===== src/rtl/token_queue_writer_if.sv =====
// Token queue writer bus: input beat stream plus token queue write port.
// master = environment (parser front end + queue), slave = token_queue_writer.
interface token_queue_writer_if #(
    parameter int ADDR_W = 17
);
    // Beat stream from the parser front end
    logic [127:0]      in_data;
    logic [15:0]       in_position;
    logic [1:0]        in_garbage;
    logic              in_lit_flag;
    logic              in_last;
    logic              in_valid;
    logic              in_ready;

    // Token queue write port
    logic              q_wrreq;
    logic [143:0]      q_data;
    logic [15:0]       q_position;
    logic [ADDR_W-1:0] q_address;
    logic [1:0]        q_garbage;
    logic              q_lit_flag;
    logic              q_almost_full;

    modport master (
        output in_data,
        output in_position,
        output in_garbage,
        output in_lit_flag,
        output in_last,
        output in_valid,
        input  in_ready,
        input  q_wrreq,
        input  q_data,
        input  q_position,
        input  q_address,
        input  q_garbage,
        input  q_lit_flag,
        output q_almost_full
    );

    modport slave (
        input  in_data,
        input  in_position,
        input  in_garbage,
        input  in_lit_flag,
        input  in_last,
        input  in_valid,
        output in_ready,
        output q_wrreq,
        output q_data,
        output q_position,
        output q_address,
        output q_garbage,
        output q_lit_flag,
        input  q_almost_full
    );
endinterface


===== src/rtl/token_queue_writer.sv =====
// Producer side of the token queue. Each 16-byte beat is held until the next
// beat arrives so its first 2 bytes can be appended as lookahead; the last beat
// of a stream is flushed with a zero lookahead. Entries carry a running byte
// address (modulo 2^ADDR_W) and are written under prog-full backpressure.
// Optional: define TOKEN_WR_COUNT_EN to add the saturating wr_count output.
module token_queue_writer #(
    parameter int BEAT_BYTES = 16,
    parameter int ADDR_W     = 17
) (
    input  logic                 clk,
    input  logic                 rst,
    token_queue_writer_if.slave  bus,
    output logic                 done
`ifdef TOKEN_WR_COUNT_EN
    ,
    output logic [31:0]          wr_count
`endif
);

    typedef enum logic [1:0] {
        EMPTY = 2'd0,
        HOLD  = 2'd1,
        FLUSH = 2'd2
    } state_t;

    localparam logic [ADDR_W-1:0] ADDR_STEP = ADDR_W'(BEAT_BYTES);

    state_t            state;
    state_t            state_nx;

    logic              ready;
    logic              accept;
    logic              emit_pair;
    logic              emit_flush;

    logic [127:0]      pend_data;
    logic [15:0]       pend_position;
    logic [1:0]        pend_garbage;
    logic              pend_lit_flag;
    logic [ADDR_W-1:0] pend_addr;
    logic [ADDR_W-1:0] addr_cnt;

    // State register
    always_ff @(posedge clk) begin
        if (rst) begin
            state <= EMPTY;
        end else begin
            state <= state_nx;
        end
    end

    // Next-state: advance on accepted beats, leave FLUSH once the last entry is written
    always_comb begin
        state_nx = state;
        unique case (state)
            EMPTY: begin
                if (accept) begin
                    state_nx = bus.in_last ? FLUSH : HOLD;
                end
            end
            HOLD: begin
                if (accept) begin
                    state_nx = bus.in_last ? FLUSH : HOLD;
                end
            end
            FLUSH: begin
                if (emit_flush) begin
                    state_nx = EMPTY;
                end
            end
            default: state_nx = EMPTY;
        endcase
    end

    // Handshake and write decisions; backpressure stalls input in the same cycle
    always_comb begin
        ready      = ~rst & ~bus.q_almost_full & (state != FLUSH);
        accept     = bus.in_valid & ready;
        emit_pair  = accept & (state == HOLD);
        emit_flush = ~rst & ~bus.q_almost_full & (state == FLUSH);
    end

    assign bus.in_ready = ready;

    // Pending beat and running address; a flush restarts addressing for the next stream
    always_ff @(posedge clk) begin
        if (rst) begin
            pend_data     <= '0;
            pend_position <= '0;
            pend_garbage  <= '0;
            pend_lit_flag <= 1'b0;
            pend_addr     <= '0;
            addr_cnt      <= '0;
        end else if (accept) begin
            pend_data     <= bus.in_data;
            pend_position <= bus.in_position;
            pend_garbage  <= bus.in_garbage;
            pend_lit_flag <= bus.in_lit_flag;
            pend_addr     <= addr_cnt;
            addr_cnt      <= addr_cnt + ADDR_STEP;
        end else if (emit_flush) begin
            addr_cnt      <= '0;
        end
    end

    // Registered queue write port: pending beat plus lookahead from the incoming beat
    always_ff @(posedge clk) begin
        if (rst) begin
            bus.q_wrreq    <= 1'b0;
            bus.q_data     <= '0;
            bus.q_position <= '0;
            bus.q_address  <= '0;
            bus.q_garbage  <= '0;
            bus.q_lit_flag <= 1'b0;
            done           <= 1'b0;
        end else begin
            bus.q_wrreq <= emit_pair | emit_flush;
            done        <= emit_flush;
            if (emit_pair) begin
                bus.q_data     <= {pend_data, bus.in_data[127:112]};
                bus.q_position <= pend_position;
                bus.q_address  <= pend_addr;
                bus.q_garbage  <= pend_garbage;
                bus.q_lit_flag <= pend_lit_flag;
            end else if (emit_flush) begin
                bus.q_data     <= {pend_data, 16'h0000};
                bus.q_position <= pend_position;
                bus.q_address  <= pend_addr;
                bus.q_garbage  <= pend_garbage;
                bus.q_lit_flag <= pend_lit_flag;
            end
        end
    end

`ifdef TOKEN_WR_COUNT_EN
    // Lifetime write counter, saturating; only reset clears it
    always_ff @(posedge clk) begin
        if (rst) begin
            wr_count <= '0;
        end else if (bus.q_wrreq && (wr_count != '1)) begin
            wr_count <= wr_count + 32'd1;
        end
    end
`endif

    // done only ever accompanies the final write of a stream
    a_done_with_write: assert property (@(posedge clk) disable iff (rst) done |-> bus.q_wrreq);

    // Nothing is written while the queue reports prog-full in FLUSH
    a_no_flush_when_full: assert property (@(posedge clk) disable iff (rst)
        (state == FLUSH && bus.q_almost_full) |=> !done);

endmodule


===== src/flat_wrapper.sv =====
// flat-port wrapper written by rule: the top's interface ports become plain ports
module token_queue_writer_flat 
#(
    parameter int BEAT_BYTES = 16,
    parameter int ADDR_W     = 17
)
  (clk, rst, done, bus_in_data, bus_in_position, bus_in_garbage, bus_in_lit_flag, bus_in_last, bus_in_valid, bus_in_ready, bus_q_wrreq, bus_q_data, bus_q_position, bus_q_address, bus_q_garbage, bus_q_lit_flag, bus_q_almost_full);
  token_queue_writer_if #(.ADDR_W(ADDR_W)) bus_i ();
  input  logic clk;
  input  logic rst;
  output logic done;
  input wire logic [$bits(bus_i.in_data)-1:0] bus_in_data;
  input wire logic [$bits(bus_i.in_position)-1:0] bus_in_position;
  input wire logic [$bits(bus_i.in_garbage)-1:0] bus_in_garbage;
  input wire logic [$bits(bus_i.in_lit_flag)-1:0] bus_in_lit_flag;
  input wire logic [$bits(bus_i.in_last)-1:0] bus_in_last;
  input wire logic [$bits(bus_i.in_valid)-1:0] bus_in_valid;
  output wire logic [$bits(bus_i.in_ready)-1:0] bus_in_ready;
  output wire logic [$bits(bus_i.q_wrreq)-1:0] bus_q_wrreq;
  output wire logic [$bits(bus_i.q_data)-1:0] bus_q_data;
  output wire logic [$bits(bus_i.q_position)-1:0] bus_q_position;
  output wire logic [$bits(bus_i.q_address)-1:0] bus_q_address;
  output wire logic [$bits(bus_i.q_garbage)-1:0] bus_q_garbage;
  output wire logic [$bits(bus_i.q_lit_flag)-1:0] bus_q_lit_flag;
  input wire logic [$bits(bus_i.q_almost_full)-1:0] bus_q_almost_full;
  assign bus_i.in_data = bus_in_data;
  assign bus_i.in_position = bus_in_position;
  assign bus_i.in_garbage = bus_in_garbage;
  assign bus_i.in_lit_flag = bus_in_lit_flag;
  assign bus_i.in_last = bus_in_last;
  assign bus_i.in_valid = bus_in_valid;
  assign bus_in_ready = bus_i.in_ready;
  assign bus_q_wrreq = bus_i.q_wrreq;
  assign bus_q_data = bus_i.q_data;
  assign bus_q_position = bus_i.q_position;
  assign bus_q_address = bus_i.q_address;
  assign bus_q_garbage = bus_i.q_garbage;
  assign bus_q_lit_flag = bus_i.q_lit_flag;
  assign bus_i.q_almost_full = bus_q_almost_full;
  token_queue_writer #(.BEAT_BYTES(BEAT_BYTES), .ADDR_W(ADDR_W)) u_core (.clk(clk), .rst(rst), .bus(bus_i), .done(done));
endmodule

===== config.mk =====
export PLATFORM = sky130hd
export DESIGN_NAME = token_queue_writer_flat
export DESIGN_NICKNAME = d
export VERILOG_FILES = /design/src/rtl/token_queue_writer_if.sv /design/src/rtl/token_queue_writer.sv /design/src/flat_wrapper.sv
export SDC_FILE = /design/constraint.sdc
export NUM_CORES = 1
export LEC_CHECK = 0
export BUFFER_PORTS_ARGS = -buffer_cell sky130_fd_sc_hd__buf_2
export CAP_MARGIN = 10
export CORE_ASPECT_RATIO = 1.2
export CORE_MARGIN = 3
export CORE_UTILIZATION = 35
export DETAILED_ROUTE_END_ITERATION = 6
export PLACE_DENSITY = 0.56
export SLEW_MARGIN = 30
export SYNTH_ARGS = -nofsm -noshare
export SYNTH_HDL_FRONTEND = slang
export SYNTH_SLANG_ARGS = --single-unit

===== constraint.sdc =====
create_clock -name clk -period 1.55 [get_ports clk]
set_clock_uncertainty 0.15 [all_clocks]
set_input_delay 0.2325 -clock clk [delete_from_list [all_inputs] [get_ports clk]]
set_output_delay 0.2325 -clock clk [all_outputs]
set_load 0.01 [all_outputs]

After elaboration in Yosys (flattened, before gate mapping). Index checks and enable logic that the tools add are counted.

Register bits: 365. Input port bits: 152. Logic and storage cells: 49.

Add/sub/neg operators: 1. Equal/unequal tests: 5. Mux-type cells: 16. Bitwise logic cells: 8. Reductions and logical operators: 5.

Operator list (number): 144-bit 2-to-1 mux (2); 17-bit 2-to-1 mux (4); 16-bit 2-to-1 mux (2); 17-bit by 5-bit adder with 17-bit output (second input constant) (1); 2-bit 2-to-1 mux (5); 1-bit bitwise AND (5); 2-bit by 1-bit inequality test with 1-bit output (second input constant) (2); 2-bit case mux with 2 select lines (1); 2-bit nonzero test (2); 2-bit by 1-bit == test with 1-bit output (second input constant) (1); 2-bit == test (second input constant) (1); 2-bit zero test (1); 1-bit 2-to-1 mux (2); 2-bit inequality test (second input constant) (1); 1-bit NOT (2); 2-bit AND reduction (1); 2-bit OR reduction (1); 1-bit OR (1).

Logic depth before layout (Yosys ltp).
Depth in word-level cells: 6. Mapped depth: 8. Depth with buffers taken out: 5.

Least setup slack after synthesis. OpenSTA, ideal clock, no wires.

Kind: reg2reg. From: register u_core.state[0]. To: register u_core.bus.q_data[107]. Library setup time: 70 ps. Data arrival time: 1401 ps. Path slack: -71 ps. Cell stages (with the launch flop): 9. Buffers on the path: 3. Period minus slack after synthesis: 1621 ps. Cells stage by stage: dfxtp_1 -> nand2b_1 -> a211o_1 -> buf_2 -> clkinv_2 -> buf_8 -> buf_6 -> nand2_1 -> a21oi_1.

Word-level cells in the longest chain between the ends: 5. Elaborated cells on any way between the ends: 9.

Ends and longest elaborated chain: from (decl) (RTL line token_queue_writer.sv:28) `state_t state;`; from (signal assigned) (RTL line token_queue_writer.sv:48) `state <= state_nx;`; 2-bit inequality test (RTL line token_queue_writer.sv:77) `ready = ~rst & ~bus.q_almost_full & (state != FLUSH);`; 1-bit bitwise AND (RTL line token_queue_writer.sv:77); 1-bit bitwise AND (RTL line token_queue_writer.sv:78) `accept = bus.in_valid & ready;`; 1-bit bitwise AND (RTL line token_queue_writer.sv:79) `emit_pair = accept & (state == HOLD);`; 144-bit 2-to-1 mux / 2-bit nonzero test (equally long branches); to (signal assigned) (RTL line token_queue_writer.sv:120) `bus.q_data <= {pend_data, bus.in_data[127:112]};`; to (signal assigned) (RTL line token_queue_writer.sv:126) `bus.q_data <= {pend_data, 16'h0000};`; to (decl) (RTL line token_queue_writer_if.sv:50) `output q_data,`.

Several ways; a longest one is shown, not always the timed one. A chain may end at the register's enable or synchronous reset.

Final worst setup path.
From: register u_core.state[1]. To: register u_core.bus.q_address[9].

Word-level cells in the longest chain between the ends: 5. Elaborated cells on any way between the ends: 9.

Ends and longest elaborated chain: 2-bit inequality test (RTL line token_queue_writer.sv:77); 1-bit bitwise AND (RTL line token_queue_writer.sv:77); 1-bit bitwise AND (RTL line token_queue_writer.sv:78); 1-bit bitwise AND (RTL line token_queue_writer.sv:79); 17-bit 2-to-1 mux / 2-bit nonzero test (equally long branches); to (signal assigned) (RTL line token_queue_writer.sv:122) `bus.q_address <= pend_addr;`; to (signal assigned) (RTL line token_queue_writer.sv:128) `bus.q_address <= pend_addr;`; to (decl) (RTL line token_queue_writer_if.sv:52) `output q_address,`.

Several ways; a longest one is shown, not always the timed one.

==> results_dict.tcl <==
set metrics [dict create \
    status "finished, violations left" \
    violations "setup timing" \
    gr-usage-met3_pct 3.86 \
    synthSimpleGateAreaFrac_pct 22.4 \
    firstDrtPassIters 6 \
    syn_inst 1558 \
    postRouteAntennaNets 0 \
    synth-xor-area-share_pct 0 \
    cts_tree "yes" \
    instances_no_fill 2535 \
    area_delta_synth_final_pct 47.0 \
    overflow 0 \
    layout_common_cells "nand2_1 (657), dfxtp_1 (349), buf_2 (329)" \
    synth_edf_count 0 \
    synth_seq_cells 353 \
    synth_ff_type "dfxtp_1" \
    rr_endpoint "u_core.bus.q_address[9]" \
    crit_path_frequent_cell "buf_12" \
    vias 12151 \
    crit_type "flop to flop" \
    slowest_delay_ns 0.39 \
    die_w_um 178 \
    synthAdderAreaFrac_pct 0.101 \
    arrival_ns 2.03 \
    r2r-start "u_core.state[1]" \
    reg2regPathDepth 7 \
    core_area_mm2 0.0345 \
    fin_nets 2204 \
    min_from "rst" \
    grtUsageTotal_pct 19.9 \
    ys_seq_area_share_pct 56.9 \
    boundaryPins 335 \
    slowest_stage "a211o_4" \
    grt_pass1_vias 11533 \
    ys_warn_count 0 \
    rows 74 \
    drv_cap 0 \
    clkLatencyLatePin_ns 0.53 \
    avgViaCountPerCell 4.79 \
    drive_above_1_share_pct 25.2 \
    synth_top_family_by_area "simple AND/OR/NAND/NOR gates" \
    required_ns 1.78 \
    cts_buffers 38 \
    wl_per_cell_um 16.2 \
    clk_pin_slew_ns 0.06 \
    worstPathMaxFanout 11 \
    synthMuxAreaShare_pct 0.0805 \
    dr.first_iter.drc_count 846 \
    busiest_layer "met2" \
    dp_hpwl_mm 23.7 \
    finalSetupTns_ns -54.29 \
    cp_cell_sequence "nand3b_1 -> a211o_4 -> buf_12 -> buf_12 -> buf_16 -> nand2_1 -> a21oi_1" \
    cts_sinks 353 \
    worst_slack_ns -0.256 \
    fin_crit_ns 1.81 \
    start_kind "flop" \
    hold_violations 0 \
    final_common_cell "nand2_1" \
    synth_compound_area_share_pct 15.2 \
    setup_viol 345 \
    num_antenna_cells 0 \
    period_share_pct 116 \
    r2r_slack_ns -0.26 \
    crit_family "compound AO/OA/AOI/OAI gates" \
    clk_path_buf_depth 3 \
    start_util_pct 36.0 \
    cts-root-buf "clkbuf_16" \
    maxSlewHeadroom_pct 50.7 \
    gp_congestion 0.772 \
    cellLeakagePower_nw 7.30 \
    ys_types 40 \
    rsz0062_at_grt "yes" \
    path_buf_inv 3 \
    avgSynthCellArea_um2 7.98 \
    cts_max_level 2 \
    dp_cells 2291 \
    tightest_slew_ns 0.739 \
    worst-path-stages 7 \
    critPathCaptureType "flop" \
    ir_worst_vdd_v 0.000615 \
    dieHeight_um 212 \
    finalMaxSlewViolations 0 \
    gr-usage-met2_pct 34.0 \
    synthesis.area_mm2 0.0124 \
    antenna_found_initial 0 \
    fp.dieArea_mm2 0.0378 \
    wirelength_mm 41.1 \
    fill_cells 3242 \
    grt_pass1_wl_mm 60.7 \
    holdPathEnd "u_core.addr_cnt[10]" \
    io_buffers 330 \
    hold_ws_ns 0.0523 \
    drc_errors 0 \
    hold_class "input pin to flop" \
    synthArstFlopShare_pct 0 \
    holdPathStages 4 \
    max_freq_mhz 554 \
    grt_max_degree 137 \
    use_met1_pct 25.0 \
    power_density_mw_per_mm2 1070 \
]
worst max-delay path by stage:
| stage | startpoint | end |
|---|---|---|
| final | u_core.state[1] | u_core.bus.q_address[9] |
| after global routing | u_core.state[1] | u_core.bus.q_data[136] |
| after CTS | u_core.state[1] | u_core.bus.q_address[9] |
| after detailed placement | bus_in_valid | u_core.addr_cnt[13] |
| after global placement | u_core.state[1] | u_core.bus.q_position[13] |
| after floorplan | u_core.state[1] | u_core.bus.q_data[107] |
Yosys cell counts, types with 4 or more instances:
cell type | n | share of area (%)
nand3b_1 | 17 | 1.0
o41ai_1 | 4 | 0.28
buf_6 | 9 | 0.82
dfxtp_1 | 353 | 57
clkbuf_1 | 62 | 1.9
buf_4 | 14 | 0.85
a21oi_1 | 344 | 14
nand3_1 | 6 | 0.24
nand2_1 | 661 | 20
nor2_1 | 6 | 0.18
inv_1 | 6 | 0.18
o311ai_0 | 4 | 0.28
buf_2 | 33 | 1.3
worst register-to-register path: cells and delay by family (launching register included):
family,cells,cell delay [ns]
flip-flops,1,0.33
AND/OR/NAND/NOR,2,0.30
AO/OA/AOI/OAI,2,0.46
buffers and inverters,3,0.41
where the power goes:
part	total, W	leakage [nW]	switching, W	internal, W
Combinational	0.00134	3.84	0.000675	0.000668
Clock	0.00895	0.606	0.00365	0.00530
Sequential	0.00928	2.85	0.0000682	0.00922
Total	0.0196	7.30	0.00439	0.0152
metal layers:
metal / share of wire [%] / vias to the layer above
li1: - / 6048
met1: 43 / 5679
met2: 49 / 359
met3: 5.8 / 65
met4: 2.8 / 0
met5: 0 / -
sequential cells by signal, indices dropped and copies added (netlist names):
name                   cells
u_core.bus.q_data        144
u_core.pend_data         128
u_core.bus.q_position     16
u_core.pend_position      16
u_core.addr_cnt           13
u_core.bus.q_address      13
u_core.pend_addr          13
u_core.bus.q_garbage       2
u_core.pend_garbage        2
u_core.state               2
u_core.bus.q_lit_flag      1
u_core.bus.q_wrreq         1
u_core.done                1
u_core.pend_lit_flag       1
kinds of logic after synthesis:
family	count (synthesis)
AO/OA/AOI/OAI	365
adder cells (fa/ha/maj)	1
buffers and inverters	129
flip-flops	353
multiplexers	1
other	1
AND/OR/NAND/NOR	708
area by class of cell:
cell class / instances / area (um2) / area share [%]
Clock buffer: 60 / 1160 / 6.33
Clock inverter: 8 / 72.6 / 0.397
Inverter: 7 / 38.8 / 0.212
Multi-Input combinational cell: 1080 / 4940 / 27.0
Sequential cell: 353 / 7070 / 38.7
Tap cell: 456 / 571 / 3.12
Timing Repair Buffer: 569 / 4390 / 24.0
Timing Repair inverter: 2 / 32.5 / 0.178
repair_timing:
item / 4_1_cts / 5_1_grt
buffers inserted: 5 / 7
setup endpoints to repair: 312 / 350
endpoints found under the hold margin: 168 / 0
resized for setup: 22 / 58
cloned: 6 / 10
pin swaps: 5 / 6
hold buffers: 149 / 0
stage by stage:
step / util [%] / cell area [um2] / setup slack, ns / power (W)
after CTS: 51.4 / 17700 / -0.177 / 0.0197
after global placement: 42.6 / 14700 / -0.164 / 0.0104
after global routing: 52.9 / 18300 / -0.316 / 0.0203
after detailed placement: 42.6 / 14700 / -0.219 / 0.0104
after floorplan: - / 12500 / -0.0120 / 0.00996
final: 52.9 / 18300 / -0.256 / 0.0196
Note: power is estimated with default switching activity, not from simulation.
